===== src/rtl/lsu_pkg.sv =====
// Shared definitions for the load/store unit: RV32I width codes, FSM state type,
// the memory-latency counter width and the funct3 legality check.
package lsu_pkg;

  localparam logic [2:0] F3_B  = 3'b000;
  localparam logic [2:0] F3_H  = 3'b001;
  localparam logic [2:0] F3_W  = 3'b010;
  localparam logic [2:0] F3_BU = 3'b100;
  localparam logic [2:0] F3_HU = 3'b101;

  // Wide enough for MEM_LATENCY-1 with MEM_LATENCY up to 4.
  localparam int LAT_CNT_W = 2;

  typedef enum logic [1:0] {
    IDLE,
    ACCESS,
    WAIT,
    RESP
  } lsu_state_t;

  // Unsigned widths exist only for loads.
  function automatic logic f3_illegal(input logic we, input logic [2:0] f3);
    case (f3)
      F3_B, F3_H, F3_W: return 1'b0;
      F3_BU, F3_HU:     return we;
      default:          return 1'b1;
    endcase
  endfunction

endpackage


===== src/rtl/lsu_lane_align.sv =====
// Byte-lane steering for the load/store unit: store mask and data replication,
// and load byte/halfword selection with sign or zero extension. Purely combinational.
module lsu_lane_align
  import lsu_pkg::*;
(
  input  logic [2:0]  i_funct3,
  input  logic [1:0]  i_off,
  input  logic [31:0] i_st_data,
  input  logic [31:0] i_ld_word,
  output logic [3:0]  o_wmask,
  output logic [31:0] o_wdata,
  output logic [31:0] o_ld_data
);

  logic [7:0]  w_byte;
  logic [15:0] w_half;

  always_comb begin
    o_wmask = 4'b1111;
    o_wdata = i_st_data;
    case (i_funct3[1:0])
      2'b00: begin
        o_wmask = 4'b0001 << i_off;
        o_wdata = {4{i_st_data[7:0]}};
      end
      2'b01: begin
        // Halfword lane comes from off[1] only; off[0] is ignored here.
        o_wmask = i_off[1] ? 4'b1100 : 4'b0011;
        o_wdata = {2{i_st_data[15:0]}};
      end
      default: ;
    endcase
  end

  assign w_byte = i_ld_word[{i_off, 3'b000} +: 8];
  assign w_half = i_off[1] ? i_ld_word[31:16] : i_ld_word[15:0];

  always_comb begin
    case (i_funct3)
      F3_B:    o_ld_data = {{24{w_byte[7]}}, w_byte};
      F3_BU:   o_ld_data = {24'h000000, w_byte};
      F3_H:    o_ld_data = {{16{w_half[15]}}, w_half};
      F3_HU:   o_ld_data = {16'h0000, w_half};
      F3_W:    o_ld_data = i_ld_word;
      default: o_ld_data = 32'h0000_0000;
    endcase
  end

endmodule


===== src/rtl/load_store_unit.sv =====
// Load/store unit between the core datapath and the unified memory data port.
// Optional macro LSU_MISALIGN_TRAP_EN turns misaligned halfword/word accesses into error responses.
//
// state  | meaning
// IDLE   | ready for a request; decode and capture on handshake
// ACCESS | memory strobe cycle (write, or read issue)
// WAIT   | counting down memory read latency, capture on zero
// RESP   | rsp_valid pulse, then back to IDLE
module load_store_unit
  import lsu_pkg::*;
#(
  parameter int MEM_LATENCY = 1,
  parameter int ADDR_W      = 32
) (
  input  logic              clk,
  input  logic              reset,
  input  logic              req_valid,
  output logic              req_ready,
  input  logic              req_we,
  input  logic [2:0]        req_funct3,
  input  logic [ADDR_W-1:0] req_addr,
  input  logic [31:0]       req_wdata,
  output logic              rsp_valid,
  output logic [31:0]       rsp_rdata,
  output logic              rsp_err,
  output logic [ADDR_W-1:0] mem_addr,
  output logic              mem_rden,
  output logic              mem_wren,
  output logic [3:0]        mem_wmask,
  output logic [31:0]       mem_wdata,
  input  logic [31:0]       mem_rdata
);

  lsu_state_t           r_state;
  logic                 r_we;
  logic [2:0]           r_funct3;
  logic [1:0]           r_off;
  logic [LAT_CNT_W-1:0] r_wait_cnt;
  logic [ADDR_W-1:0]    r_mem_addr;
  logic                 r_mem_rden;
  logic                 r_mem_wren;
  logic [3:0]           r_mem_wmask;
  logic [31:0]          r_mem_wdata;
  logic                 r_rsp_valid;
  logic                 r_rsp_err;
  logic [31:0]          r_rsp_rdata;

  logic                 w_idle;
  logic [2:0]           w_funct3;
  logic [1:0]           w_off;
  logic                 w_misalign;
  logic                 w_req_err;
  logic [3:0]           w_st_mask;
  logic [31:0]          w_st_data;
  logic [31:0]          w_ld_data;

  assign w_idle = (r_state == IDLE);

  // Store steering is needed at the handshake edge, load extension after capture.
  assign w_funct3 = w_idle ? req_funct3 : r_funct3;
  assign w_off    = w_idle ? req_addr[1:0] : r_off;

`ifdef LSU_MISALIGN_TRAP_EN
  assign w_misalign = ((req_funct3[1:0] == 2'b01) && req_addr[0]) ||
                      ((req_funct3[1:0] == 2'b10) && (req_addr[1:0] != 2'b00));
`else
  assign w_misalign = 1'b0;
`endif

  assign w_req_err = f3_illegal(req_we, req_funct3) | w_misalign;

  lsu_lane_align u_lane_align (
    .i_funct3  (w_funct3),
    .i_off     (w_off),
    .i_st_data (req_wdata),
    .i_ld_word (mem_rdata),
    .o_wmask   (w_st_mask),
    .o_wdata   (w_st_data),
    .o_ld_data (w_ld_data)
  );

  always_ff @(posedge clk or negedge reset) begin
    if (!reset) begin
      r_state     <= IDLE;
      r_we        <= 1'b0;
      r_funct3    <= 3'b000;
      r_off       <= 2'b00;
      r_wait_cnt  <= '0;
      r_mem_addr  <= '0;
      r_mem_rden  <= 1'b0;
      r_mem_wren  <= 1'b0;
      r_mem_wmask <= 4'b0000;
      r_mem_wdata <= 32'h0000_0000;
      r_rsp_valid <= 1'b0;
      r_rsp_err   <= 1'b0;
      r_rsp_rdata <= 32'h0000_0000;
    end else begin
      r_mem_rden  <= 1'b0;
      r_mem_wren  <= 1'b0;
      r_mem_wmask <= 4'b0000;
      r_mem_wdata <= 32'h0000_0000;
      r_rsp_valid <= 1'b0;
      case (r_state)
        IDLE: begin
          if (req_valid) begin
            r_we     <= req_we;
            r_funct3 <= req_funct3;
            r_off    <= req_addr[1:0];
            if (w_req_err) begin
              r_state     <= RESP;
              r_rsp_valid <= 1'b1;
              r_rsp_err   <= 1'b1;
              r_rsp_rdata <= 32'h0000_0000;
            end else begin
              r_state    <= ACCESS;
              r_mem_addr <= {req_addr[ADDR_W-1:2], 2'b00};
              r_mem_wren <= req_we;
              r_mem_rden <= ~req_we;
              if (req_we) begin
                r_mem_wmask <= w_st_mask;
                r_mem_wdata <= w_st_data;
              end
            end
          end
        end
        ACCESS: begin
          if (r_we) begin
            r_state     <= RESP;
            r_rsp_valid <= 1'b1;
            r_rsp_err   <= 1'b0;
            r_rsp_rdata <= 32'h0000_0000;
          end else begin
            r_wait_cnt <= LAT_CNT_W'(MEM_LATENCY - 1);
            r_state    <= WAIT;
          end
        end
        WAIT: begin
          if (r_wait_cnt == '0) begin
            r_state     <= RESP;
            r_rsp_valid <= 1'b1;
            r_rsp_err   <= 1'b0;
            r_rsp_rdata <= w_ld_data;
          end else begin
            r_wait_cnt <= r_wait_cnt - 1'b1;
          end
        end
        RESP: begin
          r_state <= IDLE;
        end
        default: begin
          r_state <= IDLE;
        end
      endcase
    end
  end

  // Ready drops with reset itself so nothing is accepted while in reset.
  assign req_ready = reset & w_idle;
  assign rsp_valid = r_rsp_valid;
  assign rsp_rdata = r_rsp_rdata;
  assign rsp_err   = r_rsp_err;
  assign mem_addr  = r_mem_addr;
  assign mem_rden  = r_mem_rden;
  assign mem_wren  = r_mem_wren;
  assign mem_wmask = r_mem_wmask;
  assign mem_wdata = r_mem_wdata;

endmodule


===== config.mk =====
export PLATFORM = sky130hd
export DESIGN_NAME = load_store_unit
export DESIGN_NICKNAME = d
export VERILOG_FILES = /design/src/rtl/lsu_pkg.sv /design/src/rtl/lsu_lane_align.sv /design/src/rtl/load_store_unit.sv
export SDC_FILE = /design/constraint.sdc
export NUM_CORES = 1
export LEC_CHECK = 0
export ABC_AREA = 0
export BUFFER_PORTS_ARGS = -buffer_cell sky130_fd_sc_hd__buf_2
export CAP_MARGIN = 15
export CORE_ASPECT_RATIO = 1.1
export CORE_UTILIZATION = 50
export DETAILED_ROUTE_END_ITERATION = 8
export PLACE_DENSITY_LB_ADDON = 0.15
export SYNTH_ARGS = -nofsm -noshare
export SYNTH_HDL_FRONTEND = slang
export SYNTH_SLANG_ARGS = --single-unit

===== constraint.sdc =====
create_clock -name clk -period 5.05 [get_ports clk]
set_clock_uncertainty 0.15 [all_clocks]
set_input_delay 0.505 -clock clk [delete_from_list [all_inputs] [get_ports clk]]
set_output_delay 0.505 -clock clk [all_outputs]
set_load 0.02 [all_outputs]

[Yosys cells after proc, flatten, opt, wreduce, memory -nomap -nowiden]
Index checks and enable logic that the tools add are counted.
W data, S select, Z words.
Storage, ports and cells
  flip-flop bits (word level): 112
  output and inout bits: 105
  word-level logic and storage cells: 96
  bits of input ports: 103
Operators by class
  add/sub/neg operators: 1
  shifts and indexed selects: 2
  bitwise gates (word level): 3
  equal/unequal tests: 18
  reduce and logical (&&, ||, !) cells: 14
  muxes and demuxes: 45
Operators with widths (count)
  $mux W32: 8
  $pmux W32 S5: 1
  $pmux W32 S3: 1
  $pmux W32 S2: 1
  $shiftx A32 B6 Y8: 1
  $mux W4: 5
  $mux W16: 1
  $mux W1: 15
  $eq A3 B3 Y1 const B: 4
  $mux W2: 6
  $ne A2 B2 Y1 const B: 5
  $pmux W2 S4: 1
  $pmux W4 S2: 1
  $eq A3 B1 Y1 const B: 2
  $eq A3 B2 Y1 const B: 2
  $logic_not A2 Y1: 3
  $logic_not A3 Y1: 2
  $pmux W1 S3: 2
  $reduce_and A3 Y1: 2
  $reduce_and A5 Y1: 1
  $eq A2 B1 Y1 const B: 2
  $eq A2 B2 Y1 const B: 2
  $pmux W2 S2: 1
  $reduce_and A2 Y1: 2
  11 further kinds: 12

[Depth between registers and ports, before layout]
  word-level depth: 8
  mapped depth: 10
  depth with buffers taken out: 7

[Modules after synthesis]
A second synthesis with hierarchy kept.
Unflattened totals
  cells, all modules: 519
  area total of the unflattened synthesis: 5758.0 um^2
Modules (own cells, without submodules)
  load_store_unit: cells each 349, seq. area each 2802.7 um^2, area an instance 4505.6 um^2, instances 1
  lsu_lane_align: cells each 170, seq. area each 0.0 um^2, area an instance 1252.5 um^2, instances 1

[Worst setup path before layout]
OpenSTA, ideal clock, no wires.
  kind: reg-to-reg
  start: register r_state[0]
  end: register r_rsp_rdata[22] (netlist: rsp_rdata[22])
  path buffers: 1
  clock period less this slack: 2.655 ns
  arrival time: 2.365 ns
  cell stages (with the launch flop): 9
  setup slack: 2.395 ns
  setup time: 0.140 ns
  cell sequence: dfrtp_1 -> inv_1 -> ha_1 -> mux2i_1 -> mux4_2 -> and3_4 -> nor3_4 -> buf_4 -> a22oi_1
Between the ends
  cells in the longest elaborated chain, start to end: 6
  elaborated cells between the ends (all ways): 21
  classes of those cells: 10 x eq/ne; 1 x shift; 6 x mux; 4 x reduce/logical
RTL lines
  start, declared: RTL line load_store_unit.sv:34  | lsu_state_t r_state;
  start signal, assigned: RTL line load_store_unit.sv:84  | r_state <= IDLE;
  start signal, assigned: RTL line load_store_unit.sv:110  | r_state <= RESP;
  start signal, assigned: RTL line load_store_unit.sv:115  | r_state <= ACCESS;
  $logic_not A2 Y1: RTL line load_store_unit.sv:57, load_store_unit.sv:103
  $mux W2 / $mux W3 (equally long branches): RTL line load_store_unit.sv:61, load_store_unit.sv:60
  $shiftx A32 B6 Y8, or another cell as far along: RTL line lsu_lane_align.sv:35  | assign w_byte = i_ld_word[{i_off, 3'b000} +: 8];
  $pmux W32 S5: RTL line lsu_lane_align.sv:39  | case (i_funct3)
  $mux W32: RTL line load_store_unit.sv:138  | if (r_wait_cnt == '0) begin
  $pmux W32 S3: RTL line load_store_unit.sv:103  | case (r_state)
  end signal, assigned: RTL line load_store_unit.sv:142  | r_rsp_rdata <= w_ld_data;
  end, declared: RTL line load_store_unit.sv:46  | logic [31:0] r_rsp_rdata;
Several ways; a longest one is shown, not always the timed one. The select of a mux whose other input is x is not followed.
A chain may end at the register's enable or synchronous reset.

[Worst setup path after layout]
  start: register r_state[0]
  end: register r_rsp_rdata[31] (netlist: rsp_rdata[31])
The elaborated chain is that of the path after synthesis.

==> summary.md <==
| Metric | Value |
|---|---|
| Crit path max fanout | 23 |
| Vias/cell | 5.48 |
| Critical path class | reg -> reg |
| Slowest CP cell | ha_1 |
| Critical Path AT | 3690 ps |
| Syn Area/Cell | 10.9 um^2 |
| Initial drt markers | 274 |
| Vias in the first global route | 4164 |
| Max incr delay on CP | 750 ps |
| Synthesized cell area | 5000 um^2 |
| Crit path time final | 3620 ps |
| Int Power | 2.03 mW |
| Max-cap violations | 0 |
| Final Cycle Share | 0.717 |
| Sequential Power Share | 0.350 |
| Area grow syn2layout | 25.7% |
| DRC errors left | 0 |
| Setup Buffers After CTS | 0 |
| Register area share after synthesis | 0.560 |
| Num rows | 37 |
| Seq. cell area | 2800 um^2 |
| FF-to-FF setup slack | 1430 ps |
| Hold Path Class | in -> async |
| Psw | 1.58 mW |
| Filler cells | 795 |
| Clock sink count | 112 |
| Antenna violations before repair | 0 |
| Setup tns final | 0 ps |
| Drt pass-1 iters | 4 |
| Clk_lat worst skew | 360 ps |
| Synthesized instance count | 458 |
| Yosys cell types | 43 |
| Post-cts sizing count | 0 |
| CTS tree | done |
| Sw Ratio | 0.438 |
| Final Hold Viols | 0 |
| Critical R2R Launch | r_state[0] |
| Layout cells sized above 1 | 0.414 |
| Vias post-DR | 4255 |
| RSZ-0062 raised after global routing | no |
| Largest net degree at the start of global routing | 64 |
| Die ar. | 10400 um^2 |
| Global-route wire length before repair | 20600 um |
| Clk pin slew, worst setup/hold paths | 100 ps |
| Synth area leaders | dfrtp_1, mux2_2, nand2_1 |
| Most frequent cells in the layout | buf_2, dfrtp_1, nand2_1, mux2_2, nor2_1 |
| Count of pins over their slew limit | 0 |
| Worst reg2reg path depth | 8 |
| Critical path capture point type | flip-flop |
| Slew headroom | 0.242 |
| Core Util, Final | 0.659 |
| DP HPWL | 9600 um |
| Placeable Area | 9540 um^2 |
| Initial Util | 0.525 |
| Clock power frac | 0.140 |
| CTS Buf Count | 9 |
| Worst-Margin Slew | 1140 ps |
| Worst EP required | 5110 ps |
| Logic gate share of total power | 0.510 |
| Yosys warns | 0 |
| Number of antenna diodes | 0 |
| Post-synth EDFFs | 0 |
| Nets | 762 |
| Power Density | 574 nW/um^2 |
| DR WL/cell | 16.8 um |
| Status | finished clean |
| Hold_buf cts | 0 |
| DRT antenna net count | 0 |
| Reg2Reg Capture Point | rsp_rdata[31] |
| CP Cell Sequence | inv_1 > ha_1 > mux2i_1 > buf_4 > mux4_2 > and3_4 > nor3_4 > a22oi_1 |
| Fmax | 276 MHz |
| Routed WL | 13100 um |
| Synth top area share | 0.560 |
| DIE HEIGHT | 107 um |
| Pleak | 3.33 nW |
| Crit start category | flip-flop |
| Post-synth ARST share | 1.00 |
| Synth Register Bits | 112 |
| Gpl congestion | 0.867 |
| Final setup viols | 0 |
| Clock Tree Buf Depth | 2 |
| Area leader, netlist | dfrtp_1 |
| Post-synth top flop | dfrtp_1 |
| Chip width | 97.4 um |
| H-Tree Depth | 3 |
| Total global routing overflow | 0 |
| VDD IR max | 0.268 mV |
| # IOs | 208 |
| Root Driver | clkbuf_8 |
| Total Power | 3.61 mW |
| Total global-route track usage | 0.252 |
| Commonest non-fill, non-tap cell in the layout | buf_2 |
| IO Port Bufs | 205 |
| Area of the multi-input gates | 2050 um^2 |
flip-flops by register name, indices dropped and copies added (netlist names):
| name | flops |
|---|---|
| mem_addr | 30 |
| mem_rden | 1 |
| mem_wdata | 32 |
| mem_wmask | 4 |
| mem_wren | 1 |
| r_funct3 | 3 |
| r_off | 2 |
| r_state | 2 |
| r_wait_cnt | 2 |
| r_we | 1 |
| rsp_err | 1 |
| rsp_rdata | 32 |
| rsp_valid | 1 |
metrics by stage:
step,area (um^2),worst slack (ps),std cells,hold WS [ps]
detailed placement,6110,1480,760,326
CTS,6290,1460,776,12.5
floorplan,5010,2390,459,59.4
global placement,6110,1670,760,310
finish,6290,1430,776,2.03
global route,6290,1150,776,30.7
worst max-delay path, delay by kind of cell, from the launching register on:
family	cells	cell delay [ps]
compound gates	1	210
fa+ha+maj	1	750
buf+inv	2	330
flops	1	440
mux	2	790
simple gates	2	790
area by class of cell:
class,instances,share of cell area
clock buffers,13,0.0253
clock inverters,3,0.00378
flip-flops and latches,112,0.446
inverters,9,0.00537
well taps,117,0.0233
multi-input cells,311,0.326
repair buffers,211,0.171
routing by layer:
layer / vias up / track usage / part of all wire
met5: - / 0 / 0
met4: 0 / 0.0767 / 0.017
met3: 18 / 0.0665 / 0.073
met2: 178 / 0.416 / 0.49
met1: 2055 / 0.327 / 0.42
li1: 2004 / - / -
logic make-up (layout without fill, tap and decap cells):
kind of cell,after synthesis,in the layout,synth area share
DFF,112,112,0.560
buffers and inverters,36,236,0.0315
and+or+nand+nor,146,146,0.128
adders and majority gates,5,5,0.0125
other,1,2,0.000750
AOI/OAI and AO/OA,100,100,0.138
muxes,58,58,0.129
power groups by stage:
stage / clock, mW / combinational [mW] / sequential (mW)
2_1_floorplan: 0 / 1.07 / 1.51
3_3_place_gp: 0 / 1.78 / 1.27
3_5_place_dp: 0 / 1.83 / 1.28
4_1_cts: 0.513 / 1.84 / 1.26
5_1_grt: 0.548 / 2.01 / 1.29
6_report: 0.505 / 1.84 / 1.27
worst max-delay path by stage:
| stage | slack, ps | to | from | depth (start not counted) |
|---|---|---|---|---|
| floorplan | 2390 | rsp_rdata[22] | r_state[0] | 8 |
| global placement | 1670 | rsp_rdata[30] | r_state[0] | 8 |
| detailed placement | 1480 | rsp_rdata[31] | r_state[0] | 8 |
| CTS | 1460 | rsp_rdata[31] | r_state[1] | 8 |
| global route | 1150 | rsp_rdata[4] | r_state[1] | 8 |
| finish | 1430 | rsp_rdata[31] | r_state[0] | 8 |
cell usage after synthesis (2+ instances only):
library cell / instances
a22oi_1: 23
nor2_1: 38
o21bai_1: 3
a221oi_1: 8
o21a_1: 2
a211oi_1: 19
a21oi_1: 20
nor3b_1: 3
ha_1: 5
and2_1: 11
clkbuf_1: 13
inv_1: 9
o21ai_0: 14
buf_1: 4
mux2_2: 39
nand2_1: 78
mux2i_1: 17
dfrtp_1: 112
nor2b_1: 2
buf_2: 5
buf_4: 4
o31ai_1: 2
o221a_2: 2
nor3_1: 6
Power figures use the tool's default switching activity.
